--- src/rtl/servo_bank.sv ---
// servo_bank: multi-channel hobby-servo PWM generator driven from one shared frame counter.
// Optional macro SERVO_BANK_SLEW_EN limits each channel's position change to STEP per frame.
module servo_bank #(
  parameter int CHANNELS      = 4,
  parameter int POS_W         = 8,
  parameter int PERIOD_CYCLES = 1000000,
  parameter int MIN_PULSE     = 50000,
  parameter int MAX_PULSE     = 100000,
  parameter int STEP          = 4
) (
  input  logic                                              clk,
  input  logic                                              rst,
  input  logic                                              wr_valid,
  output logic                                              wr_ready,
  input  logic [((CHANNELS > 1) ? $clog2(CHANNELS) : 1)-1:0] wr_chan,
  input  logic [POS_W-1:0]                                  wr_pos,
  output logic                                              wr_err,
  input  logic [CHANNELS-1:0]                               ch_en,
  output logic [CHANNELS-1:0]                               servo,
  output logic                                              frame_start,
  output logic [CHANNELS-1:0]                               moving
);

  localparam int CTR_W   = $clog2(PERIOD_CYCLES);
  localparam int SCALE   = (MAX_PULSE - MIN_PULSE) / (2**POS_W - 1);
  localparam int WID_MAX = MIN_PULSE + (2**POS_W - 1) * SCALE;
  localparam int WID_W   = $clog2(WID_MAX + 1);

  localparam logic [POS_W-1:0] POS_MID  = POS_W'(2**(POS_W-1));
  localparam logic [WID_W-1:0] WID_RST  = WID_W'(MIN_PULSE + 2**(POS_W-1) * SCALE);
  localparam logic [CTR_W-1:0] CTR_LAST = CTR_W'(PERIOD_CYCLES - 1);

  if (CHANNELS < 1 || CHANNELS > 16 || STEP < 1 || PERIOD_CYCLES < 2) begin : g_bad_params
    $error("servo_bank: parameter out of range");
  end

  logic [CTR_W-1:0]    ctr;
  logic [POS_W-1:0]    target   [CHANNELS];
  logic [POS_W-1:0]    pos_next [CHANNELS];
  logic [WID_W-1:0]    width_q  [CHANNELS];
  logic [CHANNELS-1:0] en_q;
  logic                boundary;
  logic                accept;
  logic                chan_ok;

  assign boundary = (ctr == CTR_LAST);
  assign wr_ready = ~rst & ~boundary;
  assign accept   = wr_valid & wr_ready;
  assign chan_ok  = 32'(wr_chan) < 32'(CHANNELS);

`ifdef SERVO_BANK_SLEW_EN
  logic [POS_W-1:0] current [CHANNELS];

  always_comb begin
    moving = '0;
    for (int unsigned i = 0; i < CHANNELS; i++) begin
      pos_next[i] = current[i];
      moving[i]   = (current[i] != target[i]);
      if (target[i] > current[i]) begin
        if (int'(target[i] - current[i]) > STEP) pos_next[i] = current[i] + POS_W'(STEP);
        else                                      pos_next[i] = target[i];
      end else if (target[i] < current[i]) begin
        if (int'(current[i] - target[i]) > STEP) pos_next[i] = current[i] - POS_W'(STEP);
        else                                      pos_next[i] = target[i];
      end
    end
  end

  always_ff @(posedge clk) begin
    for (int unsigned i = 0; i < CHANNELS; i++) begin
      if (rst)           current[i] <= POS_MID;
      else if (boundary) current[i] <= pos_next[i];
    end
  end
`else
  // Without slew the position register is the target itself, sampled at the boundary.
  always_comb begin
    moving = '0;
    for (int unsigned i = 0; i < CHANNELS; i++) pos_next[i] = target[i];
  end
`endif

  always_ff @(posedge clk) begin
    if (rst) begin
      ctr         <= '0;
      en_q        <= '0;
      servo       <= '0;
      wr_err      <= 1'b0;
      frame_start <= 1'b0;
      for (int unsigned i = 0; i < CHANNELS; i++) begin
        target[i]  <= POS_MID;
        width_q[i] <= WID_RST;
      end
    end else begin
      ctr         <= boundary ? '0 : ctr + CTR_W'(1);
      frame_start <= (ctr == '0);
      wr_err      <= accept & ~chan_ok;
      for (int unsigned i = 0; i < CHANNELS; i++) begin
        if (accept && chan_ok && 32'(wr_chan) == i) target[i] <= wr_pos;
        servo[i] <= en_q[i] & (32'(ctr) < 32'(width_q[i]));
        // Width and enable only change on the wrap edge so a pulse is never cut mid-frame.
        if (boundary)
          width_q[i] <= WID_W'(MIN_PULSE) + WID_W'(WID_W'(pos_next[i]) * WID_W'(SCALE));
      end
      if (boundary) en_q <= ch_en;
    end
  end

endmodule

--- config.mk ---
export PLATFORM = sky130hd
export DESIGN_NAME = servo_bank
export DESIGN_NICKNAME = d
export VERILOG_FILES = /design/src/rtl/servo_bank.sv
export SDC_FILE = /design/constraint.sdc
export NUM_CORES = 1
export LEC_CHECK = 0
export CAP_MARGIN = 20
export CORE_UTILIZATION = 45
export DETAILED_ROUTE_END_ITERATION = 8
export PLACE_DENSITY = 0.71
export SLEW_MARGIN = 20
export SYNTH_ARGS = -nofsm -noshare
export SYNTH_HDL_FRONTEND = slang
export SYNTH_SLANG_ARGS = --single-unit
--- constraint.sdc ---
create_clock -name clk -period 4.26 [get_ports clk]
set_input_delay 1.278 -clock clk [delete_from_list [all_inputs] [get_ports clk]]
set_output_delay 1.278 -clock clk [all_outputs]
set_load 0.005 [all_outputs]
==> results by group <==
Outcome
  – Status: finished clean

Floorplanning
  – Initial core utilization: 46.01%
  – Io pins: 28
  – Core area: 20230 sq um
  – Die area: 21270 sq um
  – Cell Rows: 52
  – Chip width: 145.8 microns
  – Die H: 145.8 microns

Critical path
  – Slowest cell on crit path: clkdlybuf4s50_1
  – Worst setup SP type: input pin
  – Top delay family on crit path: buffers and inverters
  – Worst path depth: 4
  – CP Buf/Inv Count: 3
  – Crit Path Class: in2out
  – Type of destination of the critical path: output pin
  – Crit-path max FO: 2
  – Critical path's most frequent cell: clkdlybuf4s50_1
  – Crit path required time: 2.98 ns
  – R2R cell count: 12
  – Crit-path max cell delay: 0.52 ns
  – Critical path cell sequence: clkdlybuf4s50_1 -> or2_2 -> inv_1 -> clkdlybuf4s50_1
  – CP arrival: 2.71 ns

Place
  – DP HPWL: 14.41 mm
  – GPL Wtd Cong: 0.8193
  – Port-buffer cells: 22

GRT
  – Initial antenna violation count: 0
  – Global-route wire length before repair: 31.56 mm
  – Met3 usage in global routing: 3.135%
  – Vias in the first global route: 6460
  – Global-route track usage on met2: 30.57%
  – Grt total ovfl: 0
  – Met1 global-route usage: 24.97%
  – Total global-route track usage: 18.75%
  – Largest net degree at the start of global routing: 44
  – Gr busiest metal: met2

Timing
  – Setup violators final: 0
  – Setup_tns: 0 ns
  – Slew headroom: 34.43%
  – FMAX: 0.2507 GHz
  – Worst slew pin tran: 0.9835 ns
  – Final Hold Fails: 0
  – RSZ-0062 raised after global routing: false
  – Post-layout min period: 3.988 ns
  – Count of final max-slew check failures: 0
  – Setup Skew: 0.007840 ns
  – Period utilization: 93.62%

Clocking
  – Clk buf depth: 2
  – Count of hold-fix buffers inserted at cts: 0
  – PostCTS Resize Cnt: 0
  – Setup bufs post-CTS: 0
  – Later-pin clock latency in the skew report: 0.42 ns
  – Clock Pin Slew Worst Setup and Hold Paths: 0.06 ns
  – CTS tree: done
  – CTS buffer count: 17
  – Htree depth: 4
  – CTS sink cnt: 121
  – Root buf cell: clkbuf_16

Hold path
  – Hold path cells: 2
  – HP Class: reg2reg

Synth
  – Number of flops mapped to enable cells by yosys: 92
  – Mapped Area: 9309 sq um
  – Seq cells post-synth: 121
  – Ys flop type: edfxtp_1
  – Synth cell types: 65
  – Mean cell area of the mapped netlist: 10.25 sq um
  – Yosys Warn Count: 0
  – Post-synthesis sequential area ratio: 35.91%
  – Synth area leaders: edfxtp_1 (30%), ha_1 (23%), dfxtp_1 (6.2%), inv_1 (3.5%), xor2_1 (3.1%)
  – Syn Inst Count: 908
  – Leading area contributor after synthesis: edfxtp_1
  – Share of the synthesized area in the top cell type: 29.68%
  – Async S/R FF share, synth: 0%

Detailed routing
  – WL final: 18.74 mm
  – DRC: 0
  – DR pass1 iterations: 4
  – WL/cell: 15.19 microns
  – Post-route ant nets: 0
  – Vias per inst: 5.261
  – Via count: 6492
  – DRT iter0 DRCs: 437

Finish
  – FF+latch area: 3343 sq um
  – Multi-input logic area: 5563 sq um
  – Nets: 1152
  – Ant. Diodes: 0
  – Layout fillers: 1758
  – Layout area overhead: 12.80%
  – Share of cells above drive strength 1: 6.950%

Job
  – Max-cap violations: 0

Pwr
  – Peak supply drop: 0.2776 mV
  – Total power: 4178 uW
  – PD cells: 397.9 nW/um^2
  – P_leak: 0.004808 uW
-- stage by stage --
| stage | util [%] | cells | worst slack [ns] | cell area (sq um) | hold WS, ns |
|---|---|---|---|---|---|
| 6_report | 51.89 | 1234 | 0.2716 | 10500 | 0.4855 |
| 3_3_place_gp | 48.93 | 1202 | 0.2796 | 9901 | 0.4638 |
| 2_1_floorplan | - | 912 | 0.5852 | 9324 | 0.4398 |
| 3_5_place_dp | 48.93 | 1202 | 0.2734 | 9901 | 0.4657 |
| 5_1_grt | 51.89 | 1234 | 0.1689 | 10500 | 0.4967 |
| 4_1_cts | 51.89 | 1234 | 0.2648 | 10500 | 0.4839 |
-- worst paths after layout --
kind / startpoint / to / slack, ns
setup / recovery: rst / wr_ready / 0.27
hold / removal: en_q[2] / servo[2] / 0.49
hold reg to reg: en_q[2] / servo[2] / 0.49
setup reg to reg: target[3][2] / width_q[3][15] / 0.53
-- report_power, final --
part / switching [uW] / leakage, uW / internal [uW]
Combinational: 758 / 0.00345 / 601
Clock: 560 / 0.000273 / 918
Sequential: 35.6 / 0.00108 / 1310
-- synthesized netlist by cell type, drive strengths merged, types with 3 or more instances --
cell and number:
nand3b 3, a211oi 7, nor2 56, a31oi 11
o22ai 3, nor3 16, a21oi 40, fa 12
inv 87, and4 5, o21ai 26, o311ai 3
nor3b 3, or3b 3, a22o 4, ha 172
nand3 36, nor4 10, nand2b 18, xor2 33
and2 46, and4b 3, o31ai 3, o21bai 4
or3 9, buf 11, clkbuf 4, o21a 6
and3 11, xnor2 23, nor2b 16, a211o 4
nand4 7, o211ai 5, nand2 35, edfxtp 92
a21o 21, or2 8, dfxtp 29
-- sequential cells by signal (all words and copies together) (netlist names) --
register,cells
ctr,20
target,32
en_q,4
servo,4
width_q,60
frame_start,1
-- cell type report --
| type | instances | share of cell area, % |
|---|---|---|
| Multi-Input combinational cell | 689 | 52.98 |
| Sequential cell | 121 | 31.84 |
| Tap cell | 270 | 3.217 |
| Inverter | 87 | 3.110 |
| Clock inverter | 15 | 1.656 |
| Clock buffer | 17 | 4.051 |
| Timing Repair Buffer | 35 | 3.146 |
-- worst reg2reg max path: stages (launching register included) --
cell and delay, ns:
edfxtp_1 0.48, ha_1 0.34, fa_1 0.46, ha_1 0.30, ha_1 0.18, inv_1 0.06
fa_1 0.38, nand2b_1 0.17, a21o_1 0.20, and4b_1 0.21, or3_1 0.38, o21bai_1 0.16
a21oi_1 0.09
-- logic make-up after synthesis --
kind of cell	count (synthesis)	synth area share, %
compound gates	151	10.82
buf+inv	102	4.556
other cells	1	0.04028
flops	121	35.91
mux	2	0.2151
xor+xnor	56	5.269
simple gates	291	17.49
fa+ha+maj	184	25.70
-- layout by cell type, fill, tap and decap left out, types with 26 or more instances in the layout --
| cell | synthesis | layout |
|---|---|---|
| a21oi_1 | 37 | 37 |
| and2_1 | 46 | 46 |
| dfxtp_1 | 29 | 29 |
| edfxtp_1 | 92 | 92 |
| ha_1 | 172 | 172 |
| inv_1 | 87 | 87 |
| nand2_1 | 35 | 35 |
| nand3_1 | 35 | 35 |
| nor2_1 | 56 | 56 |
| o21ai_0 | 26 | 26 |
| xor2_1 | 33 | 33 |
-- metal layers --
metal	wire (microns)	part of all wire, %
met5	0	0
met4	469	2.5
met3	620	3.3
met2	8438	45
met1	9214	49
Note: power is estimated with default switching activity, not from simulation.
